<file path="src/rtl/row_deserializer_if.sv">
// rtl/row_deserializer_if.sv - readout-bus beats in, assembled rows out
interface row_deserializer_if #(
    parameter int PIXEL_ARRAY_WIDTH = 8,
    parameter int OUTPUT_BUS_WIDTH  = 2,
    parameter int PIXEL_BITS        = 8
);
    logic                                              bus_en;
    logic [OUTPUT_BUS_WIDTH-1:0][PIXEL_BITS-1:0]       bus_data;
    logic                                              row_valid;
    logic                                              row_ready;
    logic [PIXEL_ARRAY_WIDTH-1:0][PIXEL_BITS-1:0]      row_data;

    // master is the environment (bus source plus row consumer), slave is the deserializer
    modport master (
        output bus_en, bus_data, row_ready,
        input  row_valid, row_data
    );

    modport slave (
        input  bus_en, bus_data, row_ready,
        output row_valid, row_data
    );
endinterface

</file>
<file path="src/rtl/row_deserializer.sv">
// rtl/row_deserializer.sv - reassembles row bursts and hands rows out via a holding register
module row_deserializer #(
    parameter int PIXEL_ARRAY_WIDTH = 8,
    parameter int OUTPUT_BUS_WIDTH  = 2,
    parameter int PIXEL_BITS        = 8
) (
    input  logic                clk,
    input  logic                reset,
    row_deserializer_if.slave   bus,
    output logic [15:0]         row_count,
    output logic                overrun,
    output logic                frame_error,
    input  logic                clear_flags
);
    localparam int BEATS = PIXEL_ARRAY_WIDTH / OUTPUT_BUS_WIDTH;
    localparam int CW    = (BEATS > 1) ? $clog2(BEATS) : 1;

    typedef enum logic {IDLE, RECEIVE} state_t;

    state_t                                         state_q, state_d;
    logic [CW-1:0]                                  beat_cnt_q, beat_cnt_d;
    logic                                           last_beat;
    logic                                           complete, truncate, accept, load, drop;
    logic [PIXEL_ARRAY_WIDTH-1:0][PIXEL_BITS-1:0]   asm_q, asm_next, hold_q;
    logic                                           row_valid_q;
    logic [15:0]                                    row_count_q;
    logic                                           overrun_q, frame_error_q;

    // beat_cnt is 0 in IDLE, so it always names the slice the current beat fills
    assign last_beat = (state_q == IDLE) ? (BEATS == 1) : (beat_cnt_q == CW'(BEATS - 1));

    always_ff @(posedge clk or posedge reset) begin
        if (reset) begin
            state_q    <= IDLE;
            beat_cnt_q <= '0;
        end else begin
            state_q    <= state_d;
            beat_cnt_q <= beat_cnt_d;
        end
    end

    always_comb begin
        state_d    = state_q;
        beat_cnt_d = beat_cnt_q;
        case (state_q)
            IDLE: begin
                if (bus.bus_en && !last_beat) begin
                    beat_cnt_d = CW'(1);
                    state_d    = RECEIVE;
                end
            end
            RECEIVE: begin
                if (!bus.bus_en || last_beat) begin
                    beat_cnt_d = '0;
                    state_d    = IDLE;
                end else begin
                    beat_cnt_d = beat_cnt_q + CW'(1);
                end
            end
            default: begin
                beat_cnt_d = '0;
                state_d    = IDLE;
            end
        endcase
    end

    always_comb begin
        complete = bus.bus_en && last_beat;
        truncate = (state_q == RECEIVE) && !bus.bus_en;
        accept   = row_valid_q && bus.row_ready;
        load     = complete && (!row_valid_q || accept);
        drop     = complete && !load;
    end

    // the completing beat is merged combinationally so the row loads on that same edge
    for (genvar s = 0; s < BEATS; s++) begin : g_slice
        for (genvar p = 0; p < OUTPUT_BUS_WIDTH; p++) begin : g_pix
            assign asm_next[s*OUTPUT_BUS_WIDTH+p] =
                (bus.bus_en && beat_cnt_q == CW'(s)) ? bus.bus_data[p]
                                                     : asm_q[s*OUTPUT_BUS_WIDTH+p];
        end
    end

    always_ff @(posedge clk or posedge reset) begin
        if (reset) begin
            asm_q         <= '0;
            hold_q        <= '0;
            row_valid_q   <= 1'b0;
            row_count_q   <= '0;
            overrun_q     <= 1'b0;
            frame_error_q <= 1'b0;
        end else begin
            asm_q         <= asm_next;
            frame_error_q <= truncate;
            if (load) begin
                hold_q      <= asm_next;
                row_count_q <= row_count_q + 16'd1;
                row_valid_q <= 1'b1;
            end else if (accept) begin
                row_valid_q <= 1'b0;
            end
            if (drop) begin
                overrun_q <= 1'b1;
            end else if (clear_flags) begin
                overrun_q <= 1'b0;
            end
        end
    end

    assign bus.row_valid = row_valid_q;
    assign bus.row_data  = hold_q;
    assign row_count     = row_count_q;
    assign overrun       = overrun_q;
    assign frame_error   = frame_error_q;
endmodule

</file>
<file path="src/flat_wrapper.sv">
// flat-port wrapper written by rule: the top's interface ports become plain ports
module row_deserializer_flat 
#(
    parameter int PIXEL_ARRAY_WIDTH = 8,
    parameter int OUTPUT_BUS_WIDTH  = 2,
    parameter int PIXEL_BITS        = 8
)
  (clk, reset, row_count, overrun, frame_error, clear_flags, bus_bus_en, bus_bus_data, bus_row_ready, bus_row_valid, bus_row_data);
  row_deserializer_if #(.PIXEL_ARRAY_WIDTH(PIXEL_ARRAY_WIDTH), .OUTPUT_BUS_WIDTH(OUTPUT_BUS_WIDTH), .PIXEL_BITS(PIXEL_BITS)) bus_i ();
  input  logic clk;
  input  logic reset;
  output logic [15:0] row_count;
  output logic overrun;
  output logic frame_error;
  input  logic clear_flags;
  input wire logic [$bits(bus_i.bus_en)-1:0] bus_bus_en;
  input wire logic [$bits(bus_i.bus_data)-1:0] bus_bus_data;
  input wire logic [$bits(bus_i.row_ready)-1:0] bus_row_ready;
  output wire logic [$bits(bus_i.row_valid)-1:0] bus_row_valid;
  output wire logic [$bits(bus_i.row_data)-1:0] bus_row_data;
  assign bus_i.bus_en = bus_bus_en;
  assign bus_i.bus_data = bus_bus_data;
  assign bus_i.row_ready = bus_row_ready;
  assign bus_row_valid = bus_i.row_valid;
  assign bus_row_data = bus_i.row_data;
  row_deserializer #(.PIXEL_ARRAY_WIDTH(PIXEL_ARRAY_WIDTH), .OUTPUT_BUS_WIDTH(OUTPUT_BUS_WIDTH), .PIXEL_BITS(PIXEL_BITS)) u_core (.clk(clk), .reset(reset), .bus(bus_i), .row_count(row_count), .overrun(overrun), .frame_error(frame_error), .clear_flags(clear_flags));
endmodule
</file>
<file path="config.mk">
export PLATFORM = sky130hd
export DESIGN_NAME = row_deserializer_flat
export DESIGN_NICKNAME = d
export VERILOG_FILES = /design/src/rtl/row_deserializer_if.sv /design/src/rtl/row_deserializer.sv /design/src/flat_wrapper.sv
export SDC_FILE = /design/constraint.sdc
export NUM_CORES = 1
export LEC_CHECK = 0
export ABC_CLOCK_PERIOD_IN_PS = 4850
export BUFFER_PORTS_ARGS = -buffer_cell sky130_fd_sc_hd__buf_2
export CELL_PAD_IN_SITES_DETAIL_PLACEMENT = 0
export CELL_PAD_IN_SITES_GLOBAL_PLACEMENT = 1
export CORE_ASPECT_RATIO = 1.25
export CORE_MARGIN = 5
export CORE_UTILIZATION = 40
export CTS_BUF_LIST = sky130_fd_sc_hd__clkbuf_4 sky130_fd_sc_hd__clkbuf_8
export DETAILED_ROUTE_END_ITERATION = 12
export PLACE_DENSITY_LB_ADDON = 0.15
export SETUP_SLACK_MARGIN = 0.2
export SLEW_MARGIN = 0
export SYNTH_ARGS = -nofsm -noshare
export SYNTH_HDL_FRONTEND = slang
export SYNTH_SLANG_ARGS = --single-unit
</file>
<file path="constraint.sdc">
create_clock -name clk -period 4.85 [get_ports clk]
set_input_delay 0.7275 -clock clk [delete_from_list [all_inputs] [get_ports clk]]
set_output_delay 0.7275 -clock clk [all_outputs]
set_load 0.1 [all_outputs]
</file>
==> results_dict.tcl, run 1 <==
set metrics [dict create \
    finalSetupViolations 0 \
    clock_tree.root_cell "clkbuf_8" \
    final-max-slew-violation-count 0 \
    cts_tree "done" \
    coreArea_um2 14300 \
    path_max_fanout 67 \
    wl_per_cell_um 17.1 \
    wl_um 11200 \
    antenna_found_initial 0 \
    firstDrtPassIters 4 \
    status "finished, final reports clean" \
    path_class "reg -> reg" \
    place.gp.congestion 0.748 \
    drt_iter0_drc 124 \
    rrSetupSlack_ns 2.70 \
    antenna_cells 0 \
    synth_top_area_share_pct 65.1 \
    post_cts_resized 0 \
    synth_edf_count 0 \
    ys_types 28 \
    endpoint_kind "register" \
    cts_hold_buffers 0 \
    finalClockSkew_ns 0.0121 \
    die-width_um 117 \
    final_nets 490 \
    worst_pin_slew_ns 0.972 \
    synth_nets 379 \
    ioPinCount 104 \
    hold_class "reg -> reg" \
    yosysSeqAreaShare_pct 65.1 \
    cap_violations 0 \
    hold_ws_ns 0.469 \
    vias 3212 \
    insertion_delay_ns 0.44 \
    tns_ns 0 \
    grt.total_usage_pct 14.0 \
    grt_pass1_vias 3583 \
    clockBufferDepth 2 \
    cts.sinks 150 \
    required_ns 5.17 \
    cts_setup_buffers 0 \
    synth.area.top_cells "dfrtp_1 65%, mux2_2 25%, xnor2_1 1.2%, ha_1 1.1%, xor2_1 1.1%" \
    arrival_ns 2.47 \
    rows 49 \
    cp_cell_sequence "ha_1 > nand3_2 > nand2b_4 > mux2_2" \
    drc 0 \
    fin_crit_sh_pct 44.3 \
    dieArea_um2 16900 \
    critPathMaxStageDelay_ns 0.79 \
    rsz0062_at_grt "no" \
    yosys.area.top_type "dfrtp_1" \
    start_util_pct 40.4 \
    ant_nets 0 \
    grt_start_max_net_pins 151 \
    port-buffer-count 103 \
    vias_per_cell 4.90 \
    drive_gt1_share_pct 57.4 \
    dp_hpwl_um 7100 \
    numCtsBuffers 17 \
    cp_top_family "simple AND/OR/NAND/NOR gates" \
    final-hold-violation-count 0 \
    startpoint_type "register" \
    slew_headroom_pct 35.2 \
    path_buf_inv 0 \
    fmaxAchievable_ghz 0.465 \
    clk_pin_slew_ns 0.07 \
    finalWorstSetupSlack_ns 2.70 \
    yosys_warnings 0 \
    synth_ff_type "dfrtp_1" \
    htree_levels 4 \
    critical-path-slowest-cell "nand2b_4" \
    dp_slack_ns 2.41 \
    yosysMostFrequentCell "dfrtp_1" \
    avgSynthCellArea_um2 16.3 \
    synthArstFlopShare_pct 100 \
    synth_seq_cells 150 \
    die_h_um 144 \
    synth_area_um2 5770 \
    overflow 0 \
    ys_top_cells_by_count "150 x dfrtp_1, 129 x mux2_2, 8 x xnor2_1" \
    grt_first_pass_wirelength_um 18600 \
    synth_cells 353 \
    area_growth_pct 18.8 \
    period_needed_ns 2.15 \
]
-- cells in the final DEF, fill, tap and decap left out, types with 2 or more instances in the layout --
cell type,count
and3_1,4
clkbuf_4,5
nand2_2,4
nor2_1,2
ha_1,5
clkinv_2,2
xor2_1,7
bufinv_16,3
nor2b_1,2
clkbuf_8,19
dfrtp_1,150
nand3_1,4
nand2_1,5
mux2_2,129
buf_2,103
inv_1,3
clkinvlp_4,4
xnor2_1,8
nand4_1,5
-- path summary, 6_finish.rpt --
kind / depth (start not counted) / end / start
worst max register to register: 4 / u_core.bus.row_data[5] / u_core.beat_cnt_q[0]
worst min-delay path: 1 / u_core.row_count[15] / u_core.row_count[15]
worst min register to register: 1 / u_core.row_count[15] / u_core.row_count[15]
min in group asynchronous: 3 / u_core.row_count[4] / reset
max in group asynchronous: 3 / u_core.asm_q[43] / reset
worst max-delay path: 4 / u_core.bus.row_data[5] / u_core.beat_cnt_q[0]
-- area by class of cell --
cell class                      count  area, um^2
Clock buffer                       24         299
Fill cell                        1299        7430
Clock inverter                      8         123
Inverter                            4        18.8
Multi-Input combinational cell    187        1900
Timing Repair Buffer              104         536
Sequential cell                   150        3750
Tap cell                          178         223
-- registers in the layout, summed over array words and instances (netlist names) --
signal / flops
u_core.asm_q: 64
u_core.beat_cnt_q: 2
u_core.bus.row_data: 64
u_core.bus.row_valid: 1
u_core.frame_error: 1
u_core.overrun: 1
u_core.row_count: 16
u_core.state_q: 1
-- kinds of logic after synthesis --
kind of cell | after synthesis | share of synthesized area [%]
multiplexers | 129 | 25.2
buffers and inverters | 16 | 2.02
XOR/XNOR | 15 | 2.28
flip-flops | 150 | 65.1
adder cells (fa/ha/maj) | 5 | 1.08
AND/OR/NAND/NOR | 34 | 3.93
AO/OA/AOI/OAI | 4 | 0.456
-- stage by stage --
stage / utilization, % / instance area, um^2 / cells
after floorplan: - / 5770 / 353
after global placement: 45.0 / 6430 / 623
after detailed placement: 45.0 / 6430 / 623
after CTS: 48.0 / 6850 / 655
after global routing: 48.0 / 6850 / 655
final: 48.0 / 6850 / 655
-- metal layers --
| layer | vias up | track usage (%) | wire length [um] |
|---|---|---|---|
| li1 | 1457 | - | - |
| met1 | 1665 | 16.2 | 4600 |
| met2 | 77 | 24.0 | 5840 |
| met3 | 13 | 4.81 | 599 |
| met4 | 0 | 5.86 | 177 |
| met5 | - | 0 | 0 |
Power of run 1 is not shown: default switching activity piles up to over one toggle a cycle in this logic, so the estimate is an artifact.
==> inputs of run 2 (changes only) <==
--- a/config.mk
+++ b/config.mk
@@ -5,7 +5,7 @@
 export SDC_FILE = /design/constraint.sdc
 export NUM_CORES = 1
 export LEC_CHECK = 0
-export ABC_CLOCK_PERIOD_IN_PS = 4850
+export ABC_CLOCK_PERIOD_IN_PS = 1800
 export BUFFER_PORTS_ARGS = -buffer_cell sky130_fd_sc_hd__buf_2
 export CELL_PAD_IN_SITES_DETAIL_PLACEMENT = 0
 export CELL_PAD_IN_SITES_GLOBAL_PLACEMENT = 1
==> constraint.sdc (replaced) <==
create_clock -name clk -period 1.8 [get_ports clk]
set_input_delay 0.27 -clock clk [delete_from_list [all_inputs] [get_ports clk]]
set_output_delay 0.27 -clock clk [all_outputs]
set_load 0.1 [all_outputs]
==> run 2 against run 1 <==
Via count is 5.5% higher. Register-to-register slack worse by 2.6 ns. Flip-flop and latch count unchanged. Fmax up 28%. Clock-buffer cell count decreased by 4. First-iteration DRC count increased by 5.6%.
==> results_dict.tcl, run 2 (same netlist as run 1, synthesis figures left out) <==
set metrics [dict create \
    status "finished, final reports clean" \
    antenna_found_initial 0 \
    vias 3390 \
    mostFrequentLayoutCells "148 x dfrtp_1, 111 x mux2_2, 84 x buf_2, 23 x buf_4, 20 x clkbuf_8" \
    hold_class "in -> reg" \
    path_max_fanout 8 \
    grt.total_usage_pct 15.5 \
    numCtsBuffers 17 \
    cts_tree "done" \
    ant_nets 0 \
    path_class "reg -> reg" \
    finalWorstSetupSlack_ns 0.124 \
    grt_pass1_vias 3668 \
    slew_headroom_pct 55.6 \
    arrival_ns 2.00 \
    grt_start_max_net_pins 37 \
    drt_iter0_drc 131 \
    final-hold-violation-count 0 \
    cts.sinks 150 \
    final-max-slew-violation-count 0 \
    wl_um 13000 \
    ioPinCount 104 \
    htree_levels 4 \
    place.gp.congestion 0.767 \
    area_growth_pct 33.9 \
    dp_hpwl_um 8210 \
    coreArea_um2 14300 \
    final_util_pct 54.1 \
    period_needed_ns 1.68 \
    overflow 0 \
    clock_tree.root_cell "clkbuf_8" \
    startpoint_type "register" \
    wl_per_cell_um 18.8 \
    drive_gt1_share_pct 62.5 \
    clk_pin_slew_ns 0.08 \
    start_util_pct 40.4 \
    finalClockSkew_ns 0.00815 \
    fmaxAchievable_ghz 0.597 \
    grt_first_pass_wirelength_um 20300 \
    firstDrtPassIters 4 \
    drc 0 \
    vias_per_cell 4.91 \
    clockBufferDepth 2 \
    finalSetupViolations 0 \
    die-width_um 117 \
    dp_slack_ns 0.0882 \
    rsz0062_at_grt "yes" \
    cap_violations 0 \
    endpoint_kind "register" \
    dieArea_um2 16900 \
    antenna_cells 0 \
    insertion_delay_ns 0.44 \
    die_h_um 144 \
    mostFrequentLayoutCell "dfrtp_1" \
    port-buffer-count 103 \
    worst_pin_slew_ns 0.664 \
    nFillCells 1221 \
    fin_crit_sh_pct 93.1 \
    final_nets 525 \
    rows 49 \
    required_ns 2.12 \
]
-- run 2: through the flow --
stage | cell area (um^2) | hold slack (ns) | instances | setup TNS [ns]
after floorplan | 5770 | 0.380 | 353 | -68.79
after global placement | 6720 | 0.401 | 642 | 0
after detailed placement | 6720 | 0.402 | 642 | 0
after CTS | 7450 | 0.00583 | 682 | 0
after global routing | 7720 | 0.0172 | 690 | 0
final | 7720 | 0.0503 | 690 | 0
-- run 2: cell type report --
cell class	count	area (um^2)	area share, %
multi-input combinational	187	2040	26.4
timing repair buffer	139	1190	15.4
clock buffer	20	275	3.56
tap	178	223	2.88
inverter	4	18.8	0.243
sequential	150	3760	48.6
clock inverter	12	221	2.87
-- run 2: final timing paths --
kind                                 startpoint                 endpoint  slack (ns)  cells after the start
min in group asynchronous                 reset      u_core.row_count[1]        0.47                      3
max in group asynchronous                 reset  u_core.bus.row_data[21]        0.72                      4
hold / removal                      clear_flags           u_core.overrun        0.05                      2
setup / recovery           u_core.beat_cnt_q[0]  u_core.bus.row_data[54]        0.12                      5
setup reg to reg           u_core.beat_cnt_q[0]  u_core.bus.row_data[54]        0.12                      5
hold reg to reg            u_core.row_count[15]     u_core.row_count[15]        0.49                      1
-- run 2: critical path: stages, from the launching register on --
cell and delay, ns:
dfrtp_2 0.45, ha_4 0.19, nand2_2 0.14, buf_12 0.15, mux2_2 0.35, mux2_2 0.27
-- run 2: routing by layer --
metal | wire (um) | global-route usage [%]
met1 | 5590 | 19.1
met2 | 6700 | 25.7
met3 | 540 | 4.66
met4 | 139 | 5.86
met5 | 0 | 0
-- run 2: repair_timing --
action,4_1_cts,5_1_grt
endpoints found under the hold margin,18,0
resized for setup,30,30
hold buffers,1,0
buffers inserted,4,2
cloned,3,6
setup endpoints to repair,83,81
pin swaps,1,1
Power of run 2 is left out for the same reason.
==> inputs of run 3 (changes only) <==
--- a/config.mk
+++ b/config.mk
@@ -10,7 +10,7 @@
 export CELL_PAD_IN_SITES_DETAIL_PLACEMENT = 0
 export CELL_PAD_IN_SITES_GLOBAL_PLACEMENT = 1
 export CORE_ASPECT_RATIO = 1.25
-export CORE_MARGIN = 5
+export CORE_MARGIN = 4
 export CORE_UTILIZATION = 40
 export CTS_BUF_LIST = sky130_fd_sc_hd__clkbuf_4 sky130_fd_sc_hd__clkbuf_8
 export DETAILED_ROUTE_END_ITERATION = 12
==> run 3 against run 2 <==
Wire length fell by 7.2%. Sequential share of layout area rose by 0.74 points. Via count fell by 0.86%. Largest cell class unchanged. Highest routed layer unchanged.
==> results_dict.tcl, run 3 (same netlist as run 1, synthesis figures left out) <==
set metrics [dict create \
    status "finished, final reports clean" \
    final_nets 526 \
    r2r_cells 5 \
    clk_pin_slew_ns 0.08 \
    crit_top_cell "mux2_2" \
    r2r_end "u_core.bus.row_data[58]" \
    finalClockSkew_ns 0.00814 \
    final-max-slew-violation-count 0 \
    vias_per_cell 4.89 \
    worst_pin_slew_ns 0.559 \
    finalSetupViolations 0 \
    firstDrtPassIters 6 \
    drc 0 \
    critPathMaxStageDelay_ns 0.44 \
    die-width_um 115 \
    drt_iter0_drc 141 \
    start_util_pct 41.2 \
    clock_tree.root_cell "clkbuf_8" \
    fin_crit_sh_pct 93.5 \
    htree_levels 4 \
    r2r-start "u_core.beat_cnt_q[1]" \
    rows 48 \
    port-buffer-count 103 \
    overflow 0 \
    place.gp.congestion 0.759 \
    hp-start "bus_bus_data[2]" \
    ioPinCount 104 \
    arrival_ns 2.01 \
    hold_ws_ns 0.126 \
    startpoint_type "register" \
    endpoint_kind "register" \
    cap_violations 0 \
    die_h_um 142 \
    antenna_found_initial 0 \
    hold_class "in -> reg" \
    grt_util_met1_pct 19.4 \
    cts_tree "done" \
    finalWorstSetupSlack_ns 0.116 \
    dieArea_um2 16400 \
    rrSetupSlack_ns 0.12 \
    clockBufferDepth 2 \
    critical-path-slowest-cell "dfrtp_1" \
    ant_nets 0 \
    hold_end "u_core.asm_q[2]" \
    grt_first_pass_wirelength_um 19400 \
    numCtsBuffers 17 \
    nFillCells 1194 \
    grt_most_used_layer "met2" \
    final-hold-violation-count 0 \
    path_max_fanout 14 \
    required_ns 2.12 \
    vias 3361 \
    grt_use_met2_pct 25.8 \
    slew_headroom_pct 62.7 \
    fmaxAchievable_ghz 0.594 \
    wl_per_cell_um 17.5 \
    rsz0062_at_grt "yes" \
    path_class "reg -> reg" \
    insertion_delay_ns 0.44 \
    cts.sinks 150 \
    grt.total_usage_pct 15.6 \
    holdPathStages 2 \
    coreArea_um2 14000 \
    dp_slack_ns 0.0360 \
    mostFrequentLayoutCells "149 x dfrtp_1, 113 x mux2_2, 87 x buf_2, 25 x buf_4, 21 x clkbuf_8" \
    dp_hpwl_um 7850 \
    mostFrequentLayoutCell "dfrtp_1" \
    drive_gt1_share_pct 62.4 \
    antenna_cells 0 \
    cp_cell_sequence "ha_4 > nand2_2 > buf_12 > mux2_2 > mux2_2" \
    wl_um 12000 \
    area_growth_pct 31.8 \
    period_needed_ns 1.68 \
    grt_start_max_net_pins 46 \
    use_met3_pct 5.02 \
    grt_pass1_vias 3665 \
]
-- run 3: critical path: cells and delay by family (launching register included) --
kind	cells	cell delay, ns
buf+inv	1	0.17
simple gates	1	0.11
flops	1	0.44
mux	2	0.63
fa+ha+maj	1	0.21
-- run 3: through the flow --
stage | setup TNS, ns | cell area (um^2) | std cells | utilization [%]
6_report | 0 | 7610 | 688 | 54.4
5_1_grt | 0 | 7610 | 688 | 54.4
3_3_place_gp | 0 | 6700 | 638 | 47.9
4_1_cts | 0 | 7490 | 685 | 53.6
2_1_floorplan | -68.79 | 5770 | 353 | -
3_5_place_dp | 0 | 6700 | 638 | 47.9
-- run 3: timing repair --
item | 4_1_cts | 5_1_grt
resized for setup | 42 | 18
pin swaps | 3 | 3
endpoints found under the hold margin | 14 | 0
hold buffers | 2 | 0
gates cloned | 3 | 1
setup buffers | 10 | 2
setup endpoints to repair | 86 | 78
-- run 3: area by class of cell --
| cell class | count | area [um^2] | area share, % |
|---|---|---|---|
| multi-input combinational | 188 | 2060 | 27.0 |
| clock buffer | 23 | 304 | 4.00 |
| tap | 175 | 219 | 2.88 |
| sequential | 150 | 3750 | 49.4 |
| inverter | 4 | 18.8 | 0.247 |
| timing repair buffer | 139 | 1080 | 14.2 |
| clock inverter | 9 | 170 | 2.24 |
-- run 3: metal layers --
| metal | part of all wire [%] | wire, um | vias up |
|---|---|---|---|
| met4 | 1.5 | 178 | 0 |
| met1 | 43 | 5180 | 1726 |
| met5 | 0 | 0 | - |
| met3 | 5.4 | 645 | 14 |
| met2 | 50 | 6030 | 79 |
| li1 | - | - | 1542 |
-- run 3: worst max path at each step --
| stage | to | slack [ns] | cells after the start | start |
|---|---|---|---|---|
| final | u_core.bus.row_data[58] | 0.12 | 5 | u_core.beat_cnt_q[1] |
| after global routing | u_core.row_count[12] | 0.07 | 6 | u_core.beat_cnt_q[1] |
| after CTS | u_core.bus.row_data[58] | 0.11 | 5 | u_core.beat_cnt_q[1] |
| after detailed placement | u_core.bus.row_data[32] | 0.04 | 5 | u_core.beat_cnt_q[0] |
| after global placement | u_core.bus.row_data[32] | 0.09 | 5 | u_core.beat_cnt_q[0] |
| after floorplan | u_core.row_count[14] | -0.38 | 5 | u_core.row_count[0] |
Power of run 3 is left out for the same reason.
